### src/rtl/apple1_kbd_pkg.sv
// Shared types, scancode/ASCII constants and the set-2 scancode to Apple-1 ASCII table
// for the PS/2 keyboard front end.
package apple1_kbd_pkg;

    typedef enum logic [1:0] {
        RX_IDLE,
        RX_DATA,
        RX_PARITY,
        RX_STOP
    } rx_state_t;

    localparam logic [7:0] SC_BREAK  = 8'hF0;
    localparam logic [7:0] SC_EXT    = 8'hE0;
    localparam logic [7:0] SC_LSHIFT = 8'h12;
    localparam logic [7:0] SC_RSHIFT = 8'h59;
    localparam logic [7:0] SC_CTRL   = 8'h14;
    localparam logic [7:0] SC_ENTER  = 8'h5A;
    localparam logic [7:0] SC_BKSP   = 8'h66;
    localparam logic [7:0] SC_ESC    = 8'h76;
    localparam logic [7:0] SC_F1     = 8'h05;
    localparam logic [7:0] SC_F12    = 8'h07;

    localparam logic [6:0] ASCII_CR     = 7'h0D;
    localparam logic [6:0] ASCII_RUBOUT = 7'h5F;
    localparam logic [6:0] ASCII_ESC    = 7'h1B;

    // Returns 0 for anything without a printable or control mapping.
    function automatic logic [6:0] sc_to_ascii(input logic [7:0] code, input logic shift);
        logic [6:0] w_ascii;
        case (code)
            8'h1C: w_ascii = 7'h41;
            8'h32: w_ascii = 7'h42;
            8'h21: w_ascii = 7'h43;
            8'h23: w_ascii = 7'h44;
            8'h24: w_ascii = 7'h45;
            8'h2B: w_ascii = 7'h46;
            8'h34: w_ascii = 7'h47;
            8'h33: w_ascii = 7'h48;
            8'h43: w_ascii = 7'h49;
            8'h3B: w_ascii = 7'h4A;
            8'h42: w_ascii = 7'h4B;
            8'h4B: w_ascii = 7'h4C;
            8'h3A: w_ascii = 7'h4D;
            8'h31: w_ascii = 7'h4E;
            8'h44: w_ascii = 7'h4F;
            8'h4D: w_ascii = 7'h50;
            8'h15: w_ascii = 7'h51;
            8'h2D: w_ascii = 7'h52;
            8'h1B: w_ascii = 7'h53;
            8'h2C: w_ascii = 7'h54;
            8'h3C: w_ascii = 7'h55;
            8'h2A: w_ascii = 7'h56;
            8'h1D: w_ascii = 7'h57;
            8'h22: w_ascii = 7'h58;
            8'h35: w_ascii = 7'h59;
            8'h1A: w_ascii = 7'h5A;
            8'h45: w_ascii = shift ? 7'h29 : 7'h30;
            8'h16: w_ascii = shift ? 7'h21 : 7'h31;
            8'h1E: w_ascii = shift ? 7'h40 : 7'h32;
            8'h26: w_ascii = shift ? 7'h23 : 7'h33;
            8'h25: w_ascii = shift ? 7'h24 : 7'h34;
            8'h2E: w_ascii = shift ? 7'h25 : 7'h35;
            8'h36: w_ascii = shift ? 7'h5E : 7'h36;
            8'h3D: w_ascii = shift ? 7'h26 : 7'h37;
            8'h3E: w_ascii = shift ? 7'h2A : 7'h38;
            8'h46: w_ascii = shift ? 7'h28 : 7'h39;
            8'h0E: w_ascii = shift ? 7'h7E : 7'h60;
            8'h4E: w_ascii = shift ? 7'h5F : 7'h2D;
            8'h55: w_ascii = shift ? 7'h2B : 7'h3D;
            8'h54: w_ascii = shift ? 7'h7B : 7'h5B;
            8'h5B: w_ascii = shift ? 7'h7D : 7'h5D;
            8'h5D: w_ascii = shift ? 7'h7C : 7'h5C;
            8'h4C: w_ascii = shift ? 7'h3A : 7'h3B;
            8'h52: w_ascii = shift ? 7'h22 : 7'h27;
            8'h41: w_ascii = shift ? 7'h3C : 7'h2C;
            8'h49: w_ascii = shift ? 7'h3E : 7'h2E;
            8'h4A: w_ascii = shift ? 7'h3F : 7'h2F;
            8'h29: w_ascii = 7'h20;
            SC_ENTER: w_ascii = ASCII_CR;
            SC_BKSP:  w_ascii = ASCII_RUBOUT;
            SC_ESC:   w_ascii = ASCII_ESC;
            default:  w_ascii = 7'h00;
        endcase
        return w_ascii;
    endfunction

    function automatic logic is_letter(input logic [6:0] ascii);
        return (ascii >= 7'h41) && (ascii <= 7'h5A);
    endfunction

endpackage

### src/rtl/apple1_ps2_kbd_rx.sv
// PS/2 frame receiver: input synchronizers, clock glitch filter, frame FSM with
// odd-parity/stop checking and an inactivity timeout for abandoned frames.
module ps2_rx
    import apple1_kbd_pkg::*;
#(
    parameter int FILTER_LEN     = 8,
    parameter int TIMEOUT_CYCLES = 14318
) (
    input  logic       i_clk,
    input  logic       i_rst_n,
    input  logic       i_ps2_clk,
    input  logic       i_ps2_din,
    output logic [7:0] o_code,
    output logic       o_code_valid,
    output logic       o_frame_err
);

    localparam int FW = $clog2(FILTER_LEN + 1);
    localparam int TW = $clog2(TIMEOUT_CYCLES + 1);

    logic [1:0]    r_clk_sync;
    logic [1:0]    r_din_sync;
    logic [FW-1:0] r_filt_cnt;
    logic          r_filt_clk;
    logic          r_filt_clk_d;
    logic          r_fall;
    logic          r_bit;

    rx_state_t     r_state, w_state_next;
    logic [2:0]    r_bit_cnt, w_bit_cnt_next;
    logic [7:0]    r_shift, w_shift_next;
    logic          r_parity, w_parity_next;
    logic [TW-1:0] r_timer, w_timer_next;
    logic [7:0]    r_code, w_code_next;
    logic          r_code_valid, w_code_valid_next;
    logic          r_frame_err, w_frame_err_next;

    // The data bit is captured on the same edge the filtered-clock fall is registered.
    always_ff @(posedge i_clk) begin
        if (!i_rst_n) begin
            r_clk_sync   <= 2'b11;
            r_din_sync   <= 2'b11;
            r_filt_cnt   <= '0;
            r_filt_clk   <= 1'b1;
            r_filt_clk_d <= 1'b1;
            r_fall       <= 1'b0;
            r_bit        <= 1'b1;
        end else begin
            r_clk_sync <= {r_clk_sync[0], i_ps2_clk};
            r_din_sync <= {r_din_sync[0], i_ps2_din};
            if (r_clk_sync[1] == r_filt_clk) begin
                r_filt_cnt <= '0;
            end else if (r_filt_cnt == FW'(FILTER_LEN - 1)) begin
                r_filt_clk <= r_clk_sync[1];
                r_filt_cnt <= '0;
            end else begin
                r_filt_cnt <= r_filt_cnt + 1'b1;
            end
            r_filt_clk_d <= r_filt_clk;
            r_fall       <= r_filt_clk_d & ~r_filt_clk;
            r_bit        <= r_din_sync[1];
        end
    end

    always_ff @(posedge i_clk) begin
        if (!i_rst_n) begin
            r_state      <= RX_IDLE;
            r_bit_cnt    <= '0;
            r_shift      <= '0;
            r_parity     <= 1'b0;
            r_timer      <= '0;
            r_code       <= '0;
            r_code_valid <= 1'b0;
            r_frame_err  <= 1'b0;
        end else begin
            r_state      <= w_state_next;
            r_bit_cnt    <= w_bit_cnt_next;
            r_shift      <= w_shift_next;
            r_parity     <= w_parity_next;
            r_timer      <= w_timer_next;
            r_code       <= w_code_next;
            r_code_valid <= w_code_valid_next;
            r_frame_err  <= w_frame_err_next;
        end
    end

    always_comb begin
        w_state_next      = r_state;
        w_bit_cnt_next    = r_bit_cnt;
        w_shift_next      = r_shift;
        w_parity_next     = r_parity;
        w_code_next       = r_code;
        w_code_valid_next = 1'b0;
        w_frame_err_next  = 1'b0;
        w_timer_next      = (r_state == RX_IDLE || r_fall) ? '0 : r_timer + 1'b1;

        case (r_state)
            RX_IDLE: begin
                if (r_fall && !r_bit) begin
                    w_state_next   = RX_DATA;
                    w_bit_cnt_next = '0;
                end
            end
            RX_DATA: begin
                if (r_fall) begin
                    w_shift_next = {r_bit, r_shift[7:1]};
                    if (r_bit_cnt == 3'd7) begin
                        w_state_next = RX_PARITY;
                    end else begin
                        w_bit_cnt_next = r_bit_cnt + 3'd1;
                    end
                end
            end
            RX_PARITY: begin
                if (r_fall) begin
                    w_parity_next = r_bit;
                    w_state_next  = RX_STOP;
                end
            end
            RX_STOP: begin
                if (r_fall) begin
                    w_state_next   = RX_IDLE;
                    w_bit_cnt_next = '0;
                    if (r_bit && (^{r_shift, r_parity})) begin
                        w_code_next       = r_shift;
                        w_code_valid_next = 1'b1;
                    end else begin
                        w_frame_err_next = 1'b1;
                    end
                end
            end
            default: begin
                w_state_next = RX_IDLE;
            end
        endcase

        // A stalled partial frame is dropped so the next start bit realigns cleanly.
        if (r_state != RX_IDLE && !r_fall && r_timer == TW'(TIMEOUT_CYCLES - 1)) begin
            w_state_next   = RX_IDLE;
            w_bit_cnt_next = '0;
            w_timer_next   = '0;
        end
    end

    assign o_code       = r_code;
    assign o_code_valid = r_code_valid;
    assign o_frame_err  = r_frame_err;

endmodule

### src/rtl/apple1_ps2_kbd.sv
// Apple-1 keyboard front end: PS/2 receiver plus make/break/modifier decoding,
// ASCII translation, ready/ack handshake and clear-screen/reset request pulses.
module apple1_ps2_kbd
    import apple1_kbd_pkg::*;
#(
    parameter int FILTER_LEN     = 8,
    parameter int TIMEOUT_CYCLES = 14318
) (
    input  logic       i_clk14,
    input  logic       i_rst_n,
    input  logic       i_ps2_clk,
    input  logic       i_ps2_din,
    output logic [6:0] o_kbd_data,
    output logic       o_kbd_ready,
    input  logic       i_kbd_ack,
    output logic       o_cls_req,
    output logic       o_reset_req
);

    logic [7:0] w_code;
    logic       w_code_valid;
    logic       w_frame_err_unused;

    logic       r_brk;
    logic       r_ext;
    logic       r_shift;
    logic       r_ctrl;
    logic [6:0] r_kbd_data;
    logic       r_kbd_ready;
    logic       r_cls_req;
    logic       r_reset_req;

    logic       w_key_event;
    logic       w_make;
    logic       w_is_shift;
    logic       w_is_ctrl;
    logic [6:0] w_lookup;
    logic [6:0] w_char;
    logic       w_char_valid;
    logic       w_cls;
    logic       w_rst;

    // Corrupt frames are simply dropped; the error strobe is left as a diagnostic hook.
    ps2_rx #(
        .FILTER_LEN     (FILTER_LEN),
        .TIMEOUT_CYCLES (TIMEOUT_CYCLES)
    ) u_rx (
        .i_clk        (i_clk14),
        .i_rst_n      (i_rst_n),
        .i_ps2_clk    (i_ps2_clk),
        .i_ps2_din    (i_ps2_din),
        .o_code       (w_code),
        .o_code_valid (w_code_valid),
        .o_frame_err  (w_frame_err_unused)
    );

    always_comb begin
        w_key_event  = w_code_valid && (w_code != SC_BREAK) && (w_code != SC_EXT);
        w_make       = w_key_event && !r_brk;
        w_is_shift   = !r_ext && ((w_code == SC_LSHIFT) || (w_code == SC_RSHIFT));
        w_is_ctrl    = (w_code == SC_CTRL);
        w_lookup     = r_ext ? ((w_code == SC_ENTER) ? ASCII_CR : 7'h00)
                             : sc_to_ascii(w_code, r_shift);
        w_char       = (r_ctrl && is_letter(w_lookup)) ? (w_lookup & 7'h1F) : w_lookup;
        w_char_valid = w_make && !w_is_shift && !w_is_ctrl && (w_lookup != 7'h00);
        w_cls        = w_make && !r_ext && (w_code == SC_F1);
        w_rst        = w_make && !r_ext && (w_code == SC_F12);
    end

    // A freshly loaded character takes priority over a coincident acknowledge.
    always_ff @(posedge i_clk14) begin
        if (!i_rst_n) begin
            r_brk       <= 1'b0;
            r_ext       <= 1'b0;
            r_shift     <= 1'b0;
            r_ctrl      <= 1'b0;
            r_kbd_data  <= '0;
            r_kbd_ready <= 1'b0;
            r_cls_req   <= 1'b0;
            r_reset_req <= 1'b0;
        end else begin
            r_cls_req   <= w_cls;
            r_reset_req <= w_rst;
            if (i_kbd_ack && r_kbd_ready) begin
                r_kbd_ready <= 1'b0;
            end
            if (w_char_valid) begin
                r_kbd_data  <= w_char;
                r_kbd_ready <= 1'b1;
            end
            if (w_code_valid) begin
                if (w_code == SC_BREAK) begin
                    r_brk <= 1'b1;
                end else if (w_code == SC_EXT) begin
                    r_ext <= 1'b1;
                end else begin
                    if (w_is_shift) begin
                        r_shift <= !r_brk;
                    end
                    if (w_is_ctrl) begin
                        r_ctrl <= !r_brk;
                    end
                    r_brk <= 1'b0;
                    r_ext <= 1'b0;
                end
            end
        end
    end

    assign o_kbd_data  = r_kbd_data;
    assign o_kbd_ready = r_kbd_ready;
    assign o_cls_req   = r_cls_req;
    assign o_reset_req = r_reset_req;

endmodule

### config.mk
export PLATFORM = sky130hd
export DESIGN_NAME = apple1_ps2_kbd
export DESIGN_NICKNAME = d
export VERILOG_FILES = /design/src/rtl/apple1_kbd_pkg.sv /design/src/rtl/apple1_ps2_kbd_rx.sv /design/src/rtl/apple1_ps2_kbd.sv
export SDC_FILE = /design/constraint.sdc
export NUM_CORES = 1
export LEC_CHECK = 0
export CAP_MARGIN = 10
export CORE_ASPECT_RATIO = 1.2
export CORE_MARGIN = 8
export CORE_UTILIZATION = 56
export DETAILED_ROUTE_END_ITERATION = 10
export GPL_ROUTABILITY_DRIVEN = 0
export PLACE_DENSITY_LB_ADDON = 0.1
export SYNTH_ARGS = -nofsm -noshare
export SYNTH_HDL_FRONTEND = slang
export SYNTH_SLANG_ARGS = --single-unit
### constraint.sdc
create_clock -name i_clk14 -period 2.6 [get_ports i_clk14]
set_clock_uncertainty 0.15 [all_clocks]
set_input_delay 0.78 -clock i_clk14 [delete_from_list [all_inputs] [get_ports i_clk14]]
set_output_delay 0.78 -clock i_clk14 [all_outputs]
set_load 0.1 [all_outputs]
==> impl_metrics.toml <==
[layout]
num_antenna_cells = 0
fillerInstances = 489
layout-drive-gt1-share_pct = 34.9
final_net_count = 650
syn_to_final_growth_pct = 39.6
layout_common_cells = "122 x buf_4, 55 x dfxtp_1, 42 x nand2_1, 38 x nor2_1, 27 x nand3_1"
mostFrequentLayoutCell = "buf_4"

[clocking]
clkLatencyLatePin_ns = 0.34
cts_buffers = 9
cts-root-buf = "clkbuf_8"
clkTransAtPathRegs_ns = 0.08
clockBufferDepth = 2
cts_hold_buf = 0
clock_sinks = 63
htree_levels = 3
cts_tree = "built"

[setup_path]
path_delay_family = "compound AO/OA/AOI/OAI gates"
crit_buf_inv = 4
cp-end-kind = "flop"
critPathSlowestCell = "a311oi_2"
criticalPathCategory = "flop to flop"
arrival_ns = 3.03
start_kind = "flop"
cp-startpoint = "u_rx.o_code[3]$_SDFFE_PN0P_"
required_ns = 2.69
cpPeakStageDelay_ns = 0.37
crit_chain = "buf_8 > buf_12 > and4b_1 > a32oi_2 > buf_4 > nand3_2 > a311oi_2 > nand3b_1 > o31ai_4 > a31oi_4 > buf_6 > o21a_1"
rr_startpoint = "u_rx.o_code[3]$_SDFFE_PN0P_"
crit_fanout = 8

[run]
maxCapViolations = 0

[yosys]
syn-num-nets = 535
synth.largest_area_cell = "dfxtp_1"
ys_seq_elements = 63
synth.avg_cell_area_um2 = 8.25
synthDistinctLibCells = 82
syn-instance-count = 521
synth-edff-count = 0
synth_top_area_share_pct = 29.3
synth_flop_cell = "dfxtp_1"
syn_area_um2 = 4300
synthArstFlopShare_pct = 0
synth-seq-area-share_pct = 29.3
yosysWarnings = 0
yosys-top-cells-area = "dfxtp_1 29%, nand2_1 3.8%, nor2_1 3.5%, xor2_1 3.5%, nand3_1 3.3%"

[sta]
slew_violations = 0
fin_crit_ns = 2.94
fin_setup_tns_ns = -2.03
hold_viol_final = 0
relSlewSlack_pct = 68.5
rsz0062_at_grt = "yes"
worst_pin_slew_ns = 0.471
fin_crit_sh_pct = 113
setup_slack_ns = -0.344
fmax_mhz = 340
whs_ns = 0.266
setup-violations-final = 8

[power_and_ir_drop]
power_switching_uw = 459
leakage_uw = 0.00230
seqPwrFrac_pct = 45.8
cellPowerDensity_nw_per_um2 = 356
p_total_uw = 2140
p_int_uw = 1680
ir_worst_vdd_mv = 0.498
swShare_pct = 21.5
comb_power_share_pct = 4.6
clkPwrFrac_pct = 49.6

[floorplan]
die_area_um2 = 10700
coreArea_um2 = 7580
rows = 35
ios = 15
die_x_um = 96.0
start_util_pct = 56.7
die_h_um = 112

[worst_hold_path]
hold_class = "flop to flop"
min_from = "u_rx.r_clk_sync[0]$_SDFF_PN1_"

[grt]
grt.total_usage_pct = 26.4
grt_pass1_wl_um = 22600
antenna_found_initial = 0
overflow = 0
grt_max_degree = 23
grt_pass1_vias = 4516

[drt]
drtIter0Drc = 479
viasPerCell = 6.40
drt_pass1_iterations = 8
post-route-drc-count = 0
vias = 4689
wl_per_cell_um = 19.7
antenna_left = 0
wl_um = 14400

[run_status]
status = "finished with violations"
violations = "negative setup slack"

[placed_design]
hpwlAfterDp_um = 9190
placement.io_buffers = 14
==> state kept, by name, summed over array words and instances, names as in the netlist <==
signal,cells
r_ctrl,1
u_rx.o_code,8
u_rx.r_fall,1
o_reset_req,1
u_rx.r_shift,8
u_rx.r_clk_sync,2
u_rx.r_parity,1
u_rx.r_bit_cnt,3
r_ext,1
o_kbd_data,7
u_rx.o_code_valid,1
u_rx.r_filt_clk_d,1
u_rx.r_bit,1
u_rx.r_filt_cnt,4
u_rx.r_timer,14
u_rx.r_state,2
o_kbd_ready,1
u_rx.r_din_sync,2
r_shift,1
o_cls_req,1
r_brk,1
u_rx.r_filt_clk,1
==> area by class of cell <==
cell class              count  area (µm²)  share of cell area [%]
clock buffers              10         138                    2.29
clock inverters             6         115                    1.92
inverters                  20        75.1                    1.25
multi-input cells         394        2970                    49.5
flip-flops and latches     63        1280                    21.3
well taps                  92         115                    1.92
repair buffers            148        1310                    21.8
==> worst reg2reg max path, cell delays in order (launching register included) <==
cell	delay, ns
dfxtp_2	0.34
buf_8	0.14
buf_12	0.13
and4b_1	0.21
a32oi_2	0.23
buf_4	0.17
nand3_2	0.07
a311oi_2	0.37
nand3b_1	0.23
o31ai_4	0.32
a31oi_4	0.16
buf_6	0.15
o21a_1	0.17
==> synth_stat cells, types with 5 or more instances <==
cell,n
o22ai_1,7
clkbuf_1,14
nand2b_1,18
a22oi_1,6
xnor2_1,12
a21oi_1,19
inv_1,19
a32oi_1,5
a21boi_0,9
nand3b_1,5
xor2_1,17
ha_1,9
nand4_1,12
buf_2,18
nand3_1,28
nand2_1,43
buf_6,7
a311oi_1,5
nor2_1,40
nor2b_1,20
nor3_1,9
nor3b_1,8
mux2i_1,11
nor4bb_1,5
o21ai_0,13
dfxtp_1,63
==> stage by stage <==
| step | instance area, µm² | std cells | setup slack, ns | util (%) |
|---|---|---|---|---|
| detailed placement | 5100 | 687 | -0.289 | 67.3 |
| floorplan | 4300 | 521 | 0.00130 | - |
| global route | 6000 | 733 | -0.438 | 79.2 |
| CTS | 5760 | 722 | -0.169 | 76.0 |
| finish | 6000 | 733 | -0.344 | 79.2 |
| global placement | 5100 | 687 | -0.331 | 67.3 |
==> repair_timing <==
item                       4_1_cts  5_1_grt
gates cloned                     2        0
pin swaps                       28       26
setup endpoints to repair        8        8
buffers inserted                17       12
gates resized for setup         46       40
==> worst paths after layout <==
| path | to | slack, ns | cells after the start |
|---|---|---|---|
| max | o_kbd_ready$_SDFFE_PN0P_ | -0.34 | 12 |
| min | u_rx.r_clk_sync[1]$_SDFF_PN1_ | 0.27 | 1 |
| max reg2reg | o_kbd_ready$_SDFFE_PN0P_ | -0.34 | 12 |
| min reg2reg | u_rx.r_clk_sync[1]$_SDFF_PN1_ | 0.27 | 1 |
==> logic make-up after synthesis <==
group / synth area share [%]
buffers and inverters: 7.69
muxes: 2.56
and+or+nand+nor: 30.1
DFF: 29.3
AOI/OAI and AO/OA: 21.7
xor gates and xnor gates: 5.91
adders and majority gates: 2.62
==> metal layers <==
metal,routed length (µm),GRT usage [%]
met1,5510,30.9
met2,7010,43.1
met3,1030,6.06
met4,877,13.5
met5,0,0
==> power by group through the flow <==
stage               registers (µW)  clock network (µW)  logic (µW)
finish                         977                1060        97.8
global route                   978                1110         108
CTS                            978                1080        97.6
detailed placement            1000                   0        97.0
global placement              1000                   0        93.9
floorplan                     1000                   0        70.4
(Power assumes the default switching activity.)
